File: config.mk
export PLATFORM = sky130hd
export DESIGN_NAME = pipelined_mul_unit_flat
export DESIGN_NICKNAME = d
export VERILOG_FILES = /design/src/rtl/pipelined_mul_unit_pkg.sv /design/src/rtl/pipelined_mul_unit_if.sv /design/src/rtl/pipelined_mul_unit_lane_array.sv /design/src/rtl/pipelined_mul_unit.sv /design/src/flat_wrapper.sv
export SDC_FILE = /design/constraint.sdc
export NUM_CORES = 2
export LEC_CHECK = 0
export ABC_AREA = 1
export ABC_CLOCK_PERIOD_IN_PS = 1950
export CORE_MARGIN = 8
export CORE_UTILIZATION = 59
export DETAILED_ROUTE_END_ITERATION = 10
export GPL_TIMING_DRIVEN = 0
export PLACE_DENSITY = 0.79
export SLEW_MARGIN = 20
export SYNTH_ARGS = -nofsm -noshare
export SYNTH_HDL_FRONTEND = slang
export SYNTH_SLANG_ARGS = --single-unit
File: constraint.sdc
create_clock -name clk -period 1.95 [get_ports clk]
set_clock_uncertainty 0.15 [all_clocks]
set_input_delay 0.4875 -clock clk [delete_from_list [all_inputs] [get_ports clk]]
set_output_delay 0.4875 -clock clk [all_outputs]
set_load 0.1 [all_outputs]
File: src/rtl/pipelined_mul_unit_pkg.sv
// mul_pkg: shared types for the pipelined multiply unit.
//   mul_op_e : operation encoding (MUL / MULH / MULHSU / MULHU)
//   sew_e    : element width encoding (8 / 16 / 32 / 64)
//   sew_bits : element width in bits for an sew_e value
package mul_pkg;

  typedef enum logic [1:0] {
    OP_MUL    = 2'b00,
    OP_MULH   = 2'b01,
    OP_MULHSU = 2'b10,
    OP_MULHU  = 2'b11
  } mul_op_e;

  typedef enum logic [1:0] {
    SEW_8  = 2'b00,
    SEW_16 = 2'b01,
    SEW_32 = 2'b10,
    SEW_64 = 2'b11
  } sew_e;

  function automatic int sew_bits(sew_e sew);
    return 8 << int'(sew);
  endfunction

endpackage

File: src/rtl/pipelined_mul_unit_if.sv
// pipelined_mul_unit_if: request/response bundle of the multiply unit.
//   flush                         : kill all in-flight ops
//   in_valid/in_ready             : request handshake
//   in_a, in_b, in_op, in_sew     : operands, operation, element width
//   in_tag                        : ROB tag carried with the op
//   out_valid/out_ready           : result handshake
//   out_result, out_tag           : selected product and its tag
// Modports: master (issuing side), slave (the multiply unit).
interface pipelined_mul_unit_if #(
  parameter int XLEN  = 32,
  parameter int TAG_W = 6
);
  logic             flush;
  logic             in_valid;
  logic             in_ready;
  logic [XLEN-1:0]  in_a;
  logic [XLEN-1:0]  in_b;
  logic [1:0]       in_op;
  logic [1:0]       in_sew;
  logic [TAG_W-1:0] in_tag;
  logic             out_valid;
  logic             out_ready;
  logic [XLEN-1:0]  out_result;
  logic [TAG_W-1:0] out_tag;

  modport master (
    output flush, in_valid, in_a, in_b, in_op, in_sew, in_tag, out_ready,
    input  in_ready, out_valid, out_result, out_tag
  );

  modport slave (
    input  flush, in_valid, in_a, in_b, in_op, in_sew, in_tag, out_ready,
    output in_ready, out_valid, out_result, out_tag
  );
endinterface

File: src/rtl/pipelined_mul_unit_lane_array.sv
// mul_lane_array: combinational SEW-segmented radix-4 Booth multiplier.
// For every element width between MIN_SEW and XLEN a set of XLEN/SEW lanes
// is built; each lane extends its operands by sign/zero according to the
// op, generates Booth partial products and sums them into the exact 2*SEW
// product. Lane i's product lands at prod[i*2*SEW +: 2*SEW].
// Ports:
//   a, b : packed operands (XLEN)
//   op   : mul_op_e, selects per-operand signedness
//   sew  : element width; must be one of the built widths
//   prod : packed lane products (2*XLEN)
module mul_lane_array
  import mul_pkg::*;
#(
  parameter int XLEN    = 32,
  parameter int MIN_SEW = 8
) (
  input  logic [XLEN-1:0]   a,
  input  logic [XLEN-1:0]   b,
  input  mul_op_e           op,
  input  sew_e              sew,
  output logic [2*XLEN-1:0] prod
);

  logic a_signed;
  logic b_signed;
  assign a_signed = (op == OP_MULH) || (op == OP_MULHSU);
  assign b_signed = (op == OP_MULH);

  logic [2*XLEN-1:0] prod_by_sew [4];

  genvar gi, gj;
  generate
    for (gi = 0; gi < 4; gi++) begin : g_sew
      localparam int W = 8 << gi;
      if (W >= MIN_SEW && W <= XLEN) begin : g_on
        logic [2*XLEN-1:0] lanes;
        for (gj = 0; gj < XLEN / W; gj++) begin : g_lane
          // Booth digits over the (W+2)-bit extended multiplier; the two
          // extra bits carry the sign (or zero) so the count stays even.
          localparam int D = (W + 2) / 2;
          logic [W-1:0]   a_lane;
          logic [W-1:0]   b_lane;
          logic [2*W-1:0] x;
          logic [W+2:0]   ystr;
          logic [2*W-1:0] acc;

          assign a_lane = a[gj*W +: W];
          assign b_lane = b[gj*W +: W];
          assign x      = {{W{a_signed & a_lane[W-1]}}, a_lane};
          // Implicit y[-1] = 0 appended at the bottom.
          assign ystr   = {{2{b_signed & b_lane[W-1]}}, b_lane, 1'b0};

          always_comb begin
            logic [2:0]     grp;
            logic [2*W-1:0] pp;
            acc = '0;
            grp = '0;
            pp  = '0;
            for (int j = 0; j < D; j++) begin
              grp = ystr[2*j +: 3];
              case (grp)
                3'b001, 3'b010: pp = x;
                3'b011:         pp = x << 1;
                3'b100:         pp = -(x << 1);
                3'b101, 3'b110: pp = -x;
                default:        pp = '0;
              endcase
              // Only the low 2W bits of the exact product are needed, so
              // modular accumulation is sufficient.
              acc = acc + (pp << (2 * j));
            end
          end

          assign lanes[gj*2*W +: 2*W] = acc;
        end
        assign prod_by_sew[gi] = lanes;
      end else begin : g_off
        assign prod_by_sew[gi] = '0;
      end
    end
  endgenerate

  always_comb prod = prod_by_sew[sew];

endmodule

File: src/rtl/pipelined_mul_unit.sv
// pipelined_mul_unit: fully pipelined integer multiplier, one op per cycle.
// Stage 0 registers the Booth product; stages 1..MUL_LATENCY-1 carry it
// (reduction depth is left to register retiming). The last stage selects
// the low/high half per lane. Valid/tag/op/sew travel with each product.
// Ports:
//   clk   : clock, rising edge
//   rst_n : asynchronous active-low reset
//   bus   : pipelined_mul_unit_if.slave (handshakes, operands, flush)
// Build option: MUL_SIMD_EN enables packed SEW 8/16/32/64 lanes; without
// it in_sew is ignored and a single XLEN-wide lane is built.
module pipelined_mul_unit
  import mul_pkg::*;
#(
  parameter int XLEN        = 32,
  parameter int MUL_LATENCY = 4,
  parameter int TAG_W       = 6
) (
  input logic                  clk,
  input logic                  rst_n,
  pipelined_mul_unit_if.slave  bus
);

  localparam int   LAST     = MUL_LATENCY - 1;
  localparam sew_e XLEN_SEW = (XLEN == 64) ? SEW_64 : SEW_32;

  mul_op_e op_in;
  sew_e    sew_in;
  assign op_in = mul_op_e'(bus.in_op);

`ifdef MUL_SIMD_EN
  localparam int MIN_SEW = 8;
  sew_e sew_raw;
  assign sew_raw = sew_e'(bus.in_sew);
  // Widths wider than XLEN collapse to XLEN.
  assign sew_in  = (sew_bits(sew_raw) > XLEN) ? XLEN_SEW : sew_raw;
`else
  localparam int MIN_SEW = XLEN;
  assign sew_in = XLEN_SEW;
`endif

  logic [2*XLEN-1:0] prod_comb;

  mul_lane_array #(
    .XLEN    (XLEN),
    .MIN_SEW (MIN_SEW)
  ) u_lanes (
    .a    (bus.in_a),
    .b    (bus.in_b),
    .op   (op_in),
    .sew  (sew_in),
    .prod (prod_comb)
  );

  logic              valid_reg [MUL_LATENCY];
  logic [TAG_W-1:0]  tag_reg   [MUL_LATENCY];
  mul_op_e           op_reg    [MUL_LATENCY];
  sew_e              sew_reg   [MUL_LATENCY];
  logic [2*XLEN-1:0] prod_reg  [MUL_LATENCY];

  // Whole pipeline moves together; a held output freezes every stage,
  // bubbles included.
  logic advance;
  assign advance      = !bus.flush && (!valid_reg[LAST] || bus.out_ready);
  assign bus.in_ready = advance;

  always_ff @(posedge clk or negedge rst_n) begin
    if (!rst_n) begin
      for (int i = 0; i < MUL_LATENCY; i++) begin
        valid_reg[i] <= 1'b0;
        tag_reg[i]   <= '0;
        op_reg[i]    <= OP_MUL;
        sew_reg[i]   <= XLEN_SEW;
        prod_reg[i]  <= '0;
      end
    end else if (bus.flush) begin
      for (int i = 0; i < MUL_LATENCY; i++) begin
        valid_reg[i] <= 1'b0;
      end
    end else if (advance) begin
      valid_reg[0] <= bus.in_valid;
      tag_reg[0]   <= bus.in_tag;
      op_reg[0]    <= op_in;
      sew_reg[0]   <= sew_in;
      prod_reg[0]  <= prod_comb;
      for (int i = 1; i < MUL_LATENCY; i++) begin
        valid_reg[i] <= valid_reg[i-1];
        tag_reg[i]   <= tag_reg[i-1];
        op_reg[i]    <= op_reg[i-1];
        sew_reg[i]   <= sew_reg[i-1];
        prod_reg[i]  <= prod_reg[i-1];
      end
    end
  end

  // Final-stage half select per lane, one candidate per element width.
  logic [XLEN-1:0] res_by_sew [4];

  genvar gi, gj;
  generate
    for (gi = 0; gi < 4; gi++) begin : g_sel
      localparam int W = 8 << gi;
      if (W <= XLEN) begin : g_on
        logic [XLEN-1:0] lanes;
        for (gj = 0; gj < XLEN / W; gj++) begin : g_lane
          assign lanes[gj*W +: W] = (op_reg[LAST] == OP_MUL)
                                    ? prod_reg[LAST][gj*2*W +: W]
                                    : prod_reg[LAST][gj*2*W + W +: W];
        end
        assign res_by_sew[gi] = lanes;
      end else begin : g_off
        assign res_by_sew[gi] = '0;
      end
    end
  endgenerate

  assign bus.out_valid  = valid_reg[LAST];
  assign bus.out_tag    = tag_reg[LAST];
  assign bus.out_result = res_by_sew[sew_reg[LAST]];

endmodule
File: src/flat_wrapper.sv
// flat-port wrapper written by rule: the top's interface ports become plain ports
module pipelined_mul_unit_flat import mul_pkg::*;
#(
  parameter int XLEN        = 32,
  parameter int MUL_LATENCY = 4,
  parameter int TAG_W       = 6
)
  (clk, rst_n, bus_flush, bus_in_valid, bus_in_a, bus_in_b, bus_in_op, bus_in_sew, bus_in_tag, bus_out_ready, bus_in_ready, bus_out_valid, bus_out_result, bus_out_tag);
  pipelined_mul_unit_if #(.XLEN(XLEN), .TAG_W(TAG_W)) bus_i ();
  input logic clk;
  input logic rst_n;
  input wire logic [$bits(bus_i.flush)-1:0] bus_flush;
  input wire logic [$bits(bus_i.in_valid)-1:0] bus_in_valid;
  input wire logic [$bits(bus_i.in_a)-1:0] bus_in_a;
  input wire logic [$bits(bus_i.in_b)-1:0] bus_in_b;
  input wire logic [$bits(bus_i.in_op)-1:0] bus_in_op;
  input wire logic [$bits(bus_i.in_sew)-1:0] bus_in_sew;
  input wire logic [$bits(bus_i.in_tag)-1:0] bus_in_tag;
  input wire logic [$bits(bus_i.out_ready)-1:0] bus_out_ready;
  output wire logic [$bits(bus_i.in_ready)-1:0] bus_in_ready;
  output wire logic [$bits(bus_i.out_valid)-1:0] bus_out_valid;
  output wire logic [$bits(bus_i.out_result)-1:0] bus_out_result;
  output wire logic [$bits(bus_i.out_tag)-1:0] bus_out_tag;
  assign bus_i.flush = bus_flush;
  assign bus_i.in_valid = bus_in_valid;
  assign bus_i.in_a = bus_in_a;
  assign bus_i.in_b = bus_in_b;
  assign bus_i.in_op = bus_in_op;
  assign bus_i.in_sew = bus_in_sew;
  assign bus_i.in_tag = bus_in_tag;
  assign bus_i.out_ready = bus_out_ready;
  assign bus_in_ready = bus_i.in_ready;
  assign bus_out_valid = bus_i.out_valid;
  assign bus_out_result = bus_i.out_result;
  assign bus_out_tag = bus_i.out_tag;
  pipelined_mul_unit #(.XLEN(XLEN), .MUL_LATENCY(MUL_LATENCY), .TAG_W(TAG_W)) u_core (.clk(clk), .rst_n(rst_n), .bus(bus_i));
endmodule
==> results of run 1 <==
==> per-layer routing <==
layer  GRT overflow  track usage (%)
met5              2             45.2
met3             13             69.3
met1              7             78.1
met2            157             90.0
met4            118             75.5
==> Yosys cell counts (all sizes together) (47+ instances only) <==
master  number  area, um2
clkbuf     366       1370
nor3        47        337
nor2       280       1250
inv       1051       3950
fa         667      13400
o21ai      267       1340
dfrtp      292       7310
a221oi     329       3020
o22ai      483       3020
ha         133       1660
a21oi      183        916
nand2     1042       3980
buf         66        415
nand3      170        998
==> stage by stage <==
step	utilization [%]	instance area [um2]	setup slack, ps
after floorplan	-	46300	-5310
after global placement	64.1	48600	-11420
after detailed placement	64.3	48700	-8540
after CTS	71.5	54200	-5670
==> logic make-up after synthesis <==
group | after synthesis | synth area share, %
flops | 292 | 16.2
fa+ha+maj | 800 | 33.2
compound gates | 1401 | 20.8
mux | 32 | 0.798
simple gates | 1588 | 15.3
xor+xnor | 36 | 0.762
buf+inv | 1511 | 13.0
==> what timing repair did <==
action | 4_1_cts
setup endpoints to repair | 331
pin swaps | 225
endpoints found under the hold margin | 96
gates resized for setup | 1149
setup buffers | 168
==> metrics.md, run 1 <==
| Metric | Value |
|---|---|
| Synth cell types | `61` |
| Root Buffer | `clkbuf_16` |
| Remaining Overflow, GRT | `297` |
| Netlist Area Pre-Place | `45,200 um2` |
| Rows | `101` |
| CTS Buf Count | `20` |
| Clock Sinks | `292` |
| Halt Stage | `global routing` |
| Num ports | `119` |
| Die height | `293 um` |
| Die Span X | `293 um` |
| Syn_nets | `6,539` |
| Placed cells | `6,749` |
| Starting Density | `59.6%` |
| Post-DP HPWL | `197 mm` |
| Async SR Flop Fraction | `100%` |
| Top FF cell, synth | `dfrtp_1` |
| Avg Inst Size Synth | `7.98 um2` |
| Err | `[ERROR GRT-0232] Routing congestion too high. Check the congestion heatmap in the GUI.` |
| Largest net degree at the start of global routing | `103` |
| Status | `did not finish` |
| CTS H-tree lvls | `1` |
| Yosys warns | `0` |
| Gpl congestion | `1.33` |
| CTS Buffer Depth | `3` |
| Seq/Total Area, Yosys | `16.2%` |
| Post-synth EDFFs | `0` |
| Port-buffer cells | `108` |
| Total Routing Usage GR | `78.3%` |
| Cells after Synth | `5,660` |
| Synthesized flop and latch total | `292` |
==> inputs of run 2 (changes only) <==
- ABC_CLOCK_PERIOD_IN_PS: 1950 -> 2540
- CORE_UTILIZATION: 59 -> 40
- PLACE_DENSITY: 0.79 -> not set
- PLACE_DENSITY_LB_ADDON: not set -> 0.15
- clock period: 1.95 -> 2.54 ns (I/O delays scaled with it)
==> metrics.md, run 2 <==
| Metric | Value |
|---|---|
| Max Clk Rate | `0.124 GHz` |
| Setup crit start kind | `input port` |
| Rows | `123 (+22%)` |
| Largest net degree at the start of global routing | `99` |
| Worst setup margin | `-5550 ps` |
| Num ports | `119 (unchanged)` |
| Gpl congestion | `1.22 (-8.2%)` |
| Most frequent cells in the layout | `nand2_1, inv_1, fa_1` |
| Yosys warns | `0 (unchanged)` |
| Crit Reg-Reg Endpoint | `u_core.prod_reg[0]` |
| Failing checks | `negative setup slack` |
| Top FF cell, synth | `dfrtp_1` |
| Starting Density | `40.3% (-19 points)` |
| CTS H-tree lvls | `1 (unchanged)` |
| Post-DP HPWL | `236 mm (+20%)` |
| Core ar. | `112,000 um2` |
| Worst reg2reg path depth | `8` |
| Total Routing Usage GR | `47.4%` |
| Via count | `51,100` |
| Vias in the first global route | `50,100` |
| Async SR Flop Fraction | `100% (unchanged)` |
| Seq/Total Area, Yosys | `16.2% (unchanged)` |
| CTS tree | `done` |
| Placed cells | `7,274 (+7.8%)` |
| Final Hold Fails | `0` |
| Die Span X | `352 um (+20%)` |
| Nets | `7,054` |
| R2r startpoint | `u_core.bus.out_valid` |
| RSZ-0062 raised after global routing | `true` |
| Fillers | `10,200` |
| CTS Buf Count | `21 (+5.0%)` |
| CTS Buffer Depth | `3 (unchanged)` |
| Hold Path Depth | `2` |
| Avg WL per Cell | `40.3 um` |
| Cell area after layout | `60,600 um2` |
| Slew HR | `10.6%` |
| Post-synth EDFFs | `0 (unchanged)` |
| Clock Sinks | `292 (unchanged)` |
| Worst Hold End | `u_core.prod_reg[42]` |
| DR vias/cell | `6.63` |
| Fin crit share | `318%` |
| Share of cells above drive strength 1 | `30.8%` |
| Area of the multi-input gates | `38,000 um2` |
| Final WL | `310 mm` |
| Status | `finished, violations left` |
| Actual slew at the worst max-slew pin | `1340 ps` |
| Die height | `352 um (+20%)` |
| Count leader, synth | `nand2_1` |
| Initial antenna violation count | `12` |
| Worst-path clk slew | `90 ps` |
| Max-Cap Viols | `0` |
| CP endpoint kind | `flop` |
| DIE AREA | `124,000 um2` |
| Area after DPL | `49,500 um2 (+1.5%)` |
| Critical path type | `in2reg` |
| Most common cell after layout, fill and taps aside | `nand2_1` |
| Remaining Overflow, GRT | `0` |
| Largest cells by area after synthesis | `fa_1, dfrtp_1, nand2_1` |
| FF/Latch Area | `7310 um2` |
| Worst Path Arrival | `8340 ps` |
| Synth top cells by count | `nand2_1, inv_1, fa_1` |
| Netlist Area Pre-Place | `45,200 um2 (unchanged)` |
| Cells after Synth | `5,660 (unchanged)` |
| Pins Over Slew Limit | `0` |
| WP data required | `2790 ps` |
| Final non-filler cell total | `7,700` |
| Drc violations | `0` |
| Pre-CTS setup slack | `-8770 ps (-225 ps)` |
| Yosys top cell by area | `fa_1` |
| Root Buffer | `clkbuf_16` |
| Syn_nets | `6,539 (unchanged)` |
| Synthesized flop and latch total | `292 (unchanged)` |
| Synth cell types | `61 (unchanged)` |
| Share of the synthesized area in the top cell type | `29.6% (unchanged)` |
| Endpoints failing setup | `94` |
| CP max FO | `11` |
| Layout area overhead | `34.1%` |
| Max FFs per register | `256` |
| Drt pass-1 iters | `7` |
| Iter 0 DRT Violations | `7,654` |
| Port-buffer cells | `108 (unchanged)` |
| Reg-to-reg slack, setup | `310 ps` |
| Global-route wire length before repair | `412 mm` |
| Clock Latency Late Sink | `540 ps` |
| Avg Inst Size Synth | `7.98 um2 (unchanged)` |
| Class of the worst hold path | `reg2reg` |
| Post-route ant nets | `0` |
| Post-route minimum period | `8090 ps` |
| Hold path startpoint | `u_core.prod_reg[106]` |
run 2: how the worst max path moves through the flow:
stage | from | endpoint | slack [ps] | depth (start not counted)
floorplan | bus_in_a[1] | u_core.prod_reg[252] | -4860 | 38
global placement | rst_n | u_core.bus.out_tag[2] | -11430 | 1
detailed placement | bus_in_a[16] | u_core.prod_reg[252] | -8770 | 37
CTS | bus_in_a[1] | u_core.prod_reg[252] | -5350 | 40
global route | bus_in_a[7] | u_core.prod_reg[234] | -5700 | 45
finish | bus_in_b[31] | u_core.prod_reg[242] | -5550 | 28
run 2: kinds of logic (layout without fill, tap and decap cells):
| family | after synthesis | in the layout | share of synthesized area, % |
|---|---|---|---|
| flops | 292 | 292 | 16.2 |
| other cells | 0 | 11 | 0 |
| buf+inv | 1511 | 2040 | 13.0 |
| compound gates | 1401 | 1401 | 20.8 |
| fa+ha+maj | 800 | 800 | 33.2 |
| xor+xnor | 36 | 36 | 0.762 |
| mux | 32 | 32 | 0.798 |
| simple gates | 1588 | 1588 | 15.3 |
run 2: area by class of cell:
cell class                 count  area share [%]
tap                         1500            3.10
buffer                       430            5.56
clock buffer                  30            1.04
clock inverter                 7          0.0785
timing repair buffer         494            8.26
antenna                       11          0.0454
inverter                    1079            7.21
sequential                   292            12.1
multi-input combinational   3857            62.6
run 2: metal layers:
layer  up-vias  track usage, %  part of all wire, %
met1     25200            53.5                   34
met2      4465            66.0                   39
met4        12            38.2                   11
li1      19900               -                    -
met3      1428            24.9                   15
met5         -            2.27                 0.12
run 2: worst max-delay path: stages:
cell	delay [ps]
clkdlybuf4s50_1	540
inv_1	350
nand3_1	530
clkbuf_2	490
o22ai_1	250
nor2_1	130
fa_1	590
inv_1	100
fa_1	550
inv_1	50
fa_1	480
fa_2	600
fa_2	450
fa_2	580
inv_2	50
ha_4	260
nand2_4	80
nand2_4	60
a31oi_4	230
o21ai_4	100
a21oi_4	210
nand3_4	190
buf_4	190
buf_6	110
a21o_1	160
or2_4	230
nand3_2	50
o21ai_1	70
run 2: repair_timing:
| action | CTS | global route |
|---|---|---|
| buffers inserted | 258 | 123 |
| setup endpoints to repair | 325 | 288 |
| hold buffers | 1 | 0 |
| cloned | 2 | 2 |
| endpoints found under the hold margin | 48 | 0 |
| resized for setup | 1587 | 758 |
| pin swaps | 297 | 195 |
run 2: per-stage QoR:
| stage | hold slack [ps] | utilization, % | setup TNS, ps |
|---|---|---|---|
| after global routing | 342 | 54.0 | -286350 |
| after detailed placement | 302 | 44.1 | -644400 |
| after CTS | 312 | 51.3 | -304770 |
| final | 306 | 54.0 | -278970 |
| after global placement | 300 | 43.9 | -3965310 |
| after floorplan | 189 | - | -242410 |
Power of run 2 is not shown: default switching activity piles up to over one toggle a cycle in this logic, so the estimate is an artifact.
